<file path="src/rtl/ysyx_23060096_pkg.sv">
// Shared definitions for the NPC write-back unit.
//   XLEN / REG_AW : datapath and register-index widths
//   F3_*          : load funct3 encodings (size / signedness)
//   wb_state_e    : write-back FSM state encoding
//   wb_req_t      : instruction fields held while an instruction is in flight
package ysyx_23060096_pkg;

    localparam int XLEN   = 32;
    localparam int REG_AW = 5;

    localparam logic [2:0] F3_LB  = 3'b000;
    localparam logic [2:0] F3_LH  = 3'b001;
    localparam logic [2:0] F3_LW  = 3'b010;
    localparam logic [2:0] F3_LBU = 3'b100;
    localparam logic [2:0] F3_LHU = 3'b101;

    typedef enum logic [1:0] {
        S_IDLE     = 2'd0,
        S_WAIT_MEM = 2'd1,
        S_COMMIT   = 2'd2
    } wb_state_e;

    typedef struct packed {
        logic [REG_AW-1:0] rd;
        logic              rd_wen;
        logic [2:0]        funct3;
        logic [1:0]        addr_lo;
        logic [XLEN-1:0]   pc;
    } wb_req_t;

endpackage

</file>
<file path="src/rtl/ysyx_23060096_load_ext.sv">
// Load data extraction / extension (purely combinational).
//   word    : aligned 32-bit word from LSU
//   addr_lo : byte offset of the access within the word
//   funct3  : load size/sign; reserved encodings behave as LW
//   data    : sign- or zero-extended result
module ysyx_23060096_load_ext
    import ysyx_23060096_pkg::*;
(
    input  logic [XLEN-1:0] word,
    input  logic [1:0]      addr_lo,
    input  logic [2:0]      funct3,
    output logic [XLEN-1:0] data
);

    logic [XLEN-1:0] shifted;
    logic [7:0]      byte_v;
    logic [15:0]     half_v;

    // Byte lane picked by the full offset, halfword lane by offset[1] only.
    assign shifted = word >> {addr_lo, 3'b000};
    assign byte_v  = shifted[7:0];
    assign half_v  = addr_lo[1] ? word[31:16] : word[15:0];

    always_comb begin
        data = word;
        case (funct3)
            F3_LB:   data = {{(XLEN-8){byte_v[7]}}, byte_v};
            F3_LH:   data = {{(XLEN-16){half_v[15]}}, half_v};
            F3_LBU:  data = {{(XLEN-8){1'b0}}, byte_v};
            F3_LHU:  data = {{(XLEN-16){1'b0}}, half_v};
            default: data = word;
        endcase
    end

endmodule

</file>
<file path="src/rtl/ysyx_23060096_wb_unit.sv">
// Write-back stage: sole writer of the GPR write port.
//   in_*     : retiring instruction from EXU (valid/ready handshake)
//   mem_*    : LSU read data for loads (valid/ready handshake)
//   rf_*     : one-cycle GPR write (never to x0)
//   commit_* : one-cycle retire pulse with the PC to IFU
// One instruction in flight: IDLE -> (WAIT_MEM) -> COMMIT -> IDLE.
module ysyx_23060096_wb_unit
    import ysyx_23060096_pkg::*;
(
    input  logic              clk,
    input  logic              rstn,
    input  logic              in_valid,
    output logic              in_ready,
    input  logic [REG_AW-1:0] in_rd,
    input  logic              in_rd_wen,
    input  logic [XLEN-1:0]   in_result,
    input  logic              in_is_load,
    input  logic [2:0]        in_funct3,
    input  logic [1:0]        in_addr_lo,
    input  logic [XLEN-1:0]   in_pc,
    input  logic              mem_rvalid,
    input  logic [XLEN-1:0]   mem_rdata,
    output logic              mem_rready,
    output logic              rf_wen,
    output logic [REG_AW-1:0] rf_waddr,
    output logic [XLEN-1:0]   rf_wdata,
    output logic              commit_valid,
    output logic [XLEN-1:0]   commit_pc
);

    wb_state_e       state, state_nxt;
    wb_req_t         req;
    logic [XLEN-1:0] data;
    logic [XLEN-1:0] ext_data;
    logic            accept;
    logic            mem_fire;

    ysyx_23060096_load_ext u_load_ext (
        .word    (mem_rdata),
        .addr_lo (req.addr_lo),
        .funct3  (req.funct3),
        .data    (ext_data)
    );

    assign accept   = in_valid & in_ready;
    assign mem_fire = mem_rvalid & mem_rready;

    always_ff @(posedge clk or negedge rstn) begin
        if (!rstn) begin
            state <= S_IDLE;
            req   <= '0;
            data  <= '0;
        end else begin
            state <= state_nxt;
            if (accept) begin
                req.rd      <= in_rd;
                req.rd_wen  <= in_rd_wen;
                req.funct3  <= in_funct3;
                req.addr_lo <= in_addr_lo;
                req.pc      <= in_pc;
                // For loads this is overwritten when the LSU data arrives.
                data        <= in_result;
            end else if (mem_fire) begin
                data <= ext_data;
            end
        end
    end

    // Handshake readies and all commit outputs depend on state and latched
    // fields only, so nothing combinational leaks from in_valid/mem_rvalid.
    always_comb begin
        state_nxt    = state;
        in_ready     = 1'b0;
        mem_rready   = 1'b0;
        rf_wen       = 1'b0;
        rf_waddr     = '0;
        rf_wdata     = '0;
        commit_valid = 1'b0;
        commit_pc    = '0;
        case (state)
            S_IDLE: begin
                in_ready = 1'b1;
                if (in_valid) state_nxt = in_is_load ? S_WAIT_MEM : S_COMMIT;
            end
            S_WAIT_MEM: begin
                mem_rready = 1'b1;
                if (mem_rvalid) state_nxt = S_COMMIT;
            end
            S_COMMIT: begin
                rf_wen       = req.rd_wen & (req.rd != '0);
                rf_waddr     = req.rd;
                rf_wdata     = data;
                commit_valid = 1'b1;
                commit_pc    = req.pc;
                state_nxt    = S_IDLE;
            end
            default: state_nxt = S_IDLE;
        endcase
    end

endmodule

</file>
<file path="config.mk">
export PLATFORM = sky130hd
export DESIGN_NAME = ysyx_23060096_wb_unit
export DESIGN_NICKNAME = d
export VERILOG_FILES = /design/src/rtl/ysyx_23060096_pkg.sv /design/src/rtl/ysyx_23060096_load_ext.sv /design/src/rtl/ysyx_23060096_wb_unit.sv
export SDC_FILE = /design/constraint.sdc
export NUM_CORES = 1
export LEC_CHECK = 0
export ABC_AREA = 0
export CAP_MARGIN = 5
export CELL_PAD_IN_SITES_DETAIL_PLACEMENT = 0
export CELL_PAD_IN_SITES_GLOBAL_PLACEMENT = 2
export CORE_AREA = 8 8 143 145
export CTS_BUF_LIST = sky130_fd_sc_hd__clkbuf_2 sky130_fd_sc_hd__clkbuf_4 sky130_fd_sc_hd__clkbuf_8
export DETAILED_ROUTE_END_ITERATION = 8
export DIE_AREA = 0 0 151 153
export GPL_TIMING_DRIVEN = 0
export PLACE_DENSITY_LB_ADDON = 0.08
export SETUP_SLACK_MARGIN = 0.15
export SYNTH_ARGS = -nofsm -noshare
export SYNTH_HDL_FRONTEND = slang
export SYNTH_SLANG_ARGS = --single-unit
</file>
<file path="constraint.sdc">
create_clock -name clk -period 2.3 [get_ports clk]
set_clock_uncertainty 0.1 [all_clocks]
set_input_delay 0.46 -clock clk [delete_from_list [all_inputs] [get_ports clk]]
set_output_delay 0.46 -clock clk [all_outputs]
set_load 0.05 [all_outputs]
</file>
==> metrics.txt <==
result of the run=complete, no violations; number of buffers added by the clock tree synthesis step=9; initial antenna violation count=2; worst slew margin relative to its limit=45.0%; buffer and inverter count on the worst path=4; DRT Pass-1 Iters=4; number of standard cells in the final layout excluding fillers=959; count of mapped cells out of synthesis=514; H-tree lvl count=3; worst path cell trace=buf_6 -> nor2b_4 -> clkbuf_16 -> clkbuf_16 -> and2_4 -> buf_8; Yosys top cell area share=45.2%; critical path fanouts, max=10; die span in y=153 um; count of different cell masters after synthesis=35; count of unresolved DRC violations after routing=0; Total Nets Final=833; worst min path class=reg2reg; die area=23100 sq um; DRT antenna net count=0; number of global-route vias before repair=4609; final count of hold timing violations=0; sequential standard cell area=1930 sq um; Max rail drop VDD=0.346 mV; aggregate routed wire length=18200 um; proportion of synthesized chip area in sequential cells=around 45%; total global routing track utilization=~16%; crit path time final=2190 ps; proportion of synthesized flip-flops having asynchronous set or reset=100%; largest net degree at the start of global routing=56; CTS Root Buffer Type=clkbuf_8; most used standard cell by instance count after synthesis=nand2_1; final setup TNS=0 ps; #FFs+latches synth=77; diode insertion count for antenna repair=0; die boundary width=roughly 150 um; area of the multi-input gates=2310 sq um; Mapped Avg Cell Area=8.29 sq um; type of element launching the critical path=flop; placer's final routability congestion estimate=0.832; Pins Over Slew Limit=0; largest area contributor in the netlist=dfrtp_1; share of final-layout standard cells stronger than drive strength 1=29.9%; Core ar.=18300 sq um; slowest cell on the critical path=dfrtp_1; filler instances=1874; Ports=around 190; Via-to-Cell Ratio=4.53; leakage power summed over all cells=3.45 nW; wire length of the first global-routing pass=27500 um; netlist area before placement=roughly 4300 sq um; maximum achievable frequency=0.456 GHz; cell area after layout=~7400 sq um; total vias in the final route=4347; clock transition at the registers of the reported paths=80 ps; drt wl/cell=18.9 um; crit share post-route=95.4%; setup violation total in the final timing report=0; most used flip-flop cell after synthesis=dfrtp_1; most common cell type on the critical path=clkbuf_16; Mapped Nets=about 630; worst-margin pin slew=826 ps; overall overflow remaining after global route=0; CTS Buffer Depth=2; effective utilization at floorplan=23.3%; TritonCTS clock tree=yes; HPWL Detailed=~14000 um; DR iter-0 viols=about 220; area after detailed placement=between 6000 and 7000 sq um; dominant delay contributor by cell family on the critical path=buffers and inverters; delay of the slowest cell on the worst path=350 ps; top post-synthesis cells by count=153 x nand2_1, 77 x dfrtp_1, 69 x and2_1; port bufs=184; Worst Hold Margin=378 ps; count of standard-cell rows=50; Area contributors post-synth=dfrtp_1 45%, nand2_1 13%, and2_1 10%; P per Cell Area=844 nW/um^2; setup repair after global routing missed its margin=true; number of enable flip-flop cells after synthesis=0; arrival time worst endpoint=1630 ps; warnings from Yosys=0; type of element capturing the critical path=primary output; instance count after placement with tap cells included=933; Post-Route Utilization=40.7%; MaxCap Viol Count=0; Crit Path Category=reg2out; number of sinks driven by the clock tree=77; Req. time, crit path=1740 ps; source-to-sink clock delay at the later pin of the worst-skew pair=360 ps; area growth from synthesis to layout=74.5%
cells by family after synthesis:
kind of cell	count (synthesis)	synth area share (%)
multiplexers	13	3.41
AND/OR/NAND/NOR	303	33.4
AO/OA/AOI/OAI	78	13.0
flip-flops	77	45.2
buffers and inverters	43	5.02
cells in the final DEF (no fill, tap or decap), types with 9 or more instances in the layout:
cell type	n
buf_8	67
nor2_1	20
a211o_1	16
a21oi_1	32
clkdlybuf4s50_1	110
mux2_2	12
nor3_1	17
nand3_1	24
dfrtp_1	76
buf_6	12
clkbuf_8	13
and2_4	62
buf_2	20
a22o_1	9
nand2_1	153
cell type report:
cell class | instances | share of cell area (%)
buffer | 41 | 4.87
clock buffer | 11 | 2.04
clock inverter | 4 | 0.640
inverter | 2 | 0.101
multi-input combinational | 394 | 31.0
sequential | 77 | 25.9
tap | 234 | 3.94
timing repair buffer | 196 | 31.4
sequential cells by signal, indices dropped and copies added, names as in the netlist:
register	cells
data	32
req	43
state	2
worst paths after layout:
| check | startpoint | slack, ps | endpoint | cells after the start |
|---|---|---|---|---|
| worst min-delay path | req[9] | 380 | req[9] | 2 |
| worst max register to register | state[1] | 240 | data[30] | 8 |
| worst max-delay path | state[1] | 110 | commit_pc[14] | 6 |
| worst min register to register | req[9] | 380 | req[9] | 2 |
| min in group asynchronous | rstn | 440 | data[26] | 2 |
| max in group asynchronous | rstn | 1040 | state[0] | 3 |
power breakdown:
part | total [W] | internal, W | switching [W]
clock network | 0.00110 | 0.000552 | 0.000543
logic | 0.00308 | 0.00142 | 0.00166
registers | 0.00209 | 0.00181 | 0.000284
metal layers:
layer	global-route usage, %	up-vias	share of wire (%)
met5	0	-	0.099
met1	20.4	2086	45
met3	4.13	14	6.6
met4	3.87	2	0.98
met2	24.9	112	47
li1	-	2133	-
worst register-to-register path: stages, from the launching register on:
cell and delay [ps]:
dfrtp_1 380, buf_6 110, buf_4 150, or3b_1 400, buf_2 170, buf_6 140, nand3_1 120, a21oi_1 90
a211o_1 270
repair_timing:
item                       in CTS  in global routing
pin swaps                      18                 11
gates cloned                    5                  0
hold buffers                    1                  0
gates resized for setup       640                 42
setup endpoints to repair      93                 86
buffers inserted                3                  2
hold endpoints to repair       22                  0
through the flow:
stage	power, W	setup WS, ps
after floorplan	0.00370	205
after global placement	0.00467	-2460
after detailed placement	0.00470	-717
after CTS	0.00627	67.4
after global routing	0.00667	12.3
final	0.00627	106
Power figures use the tool's default switching activity.
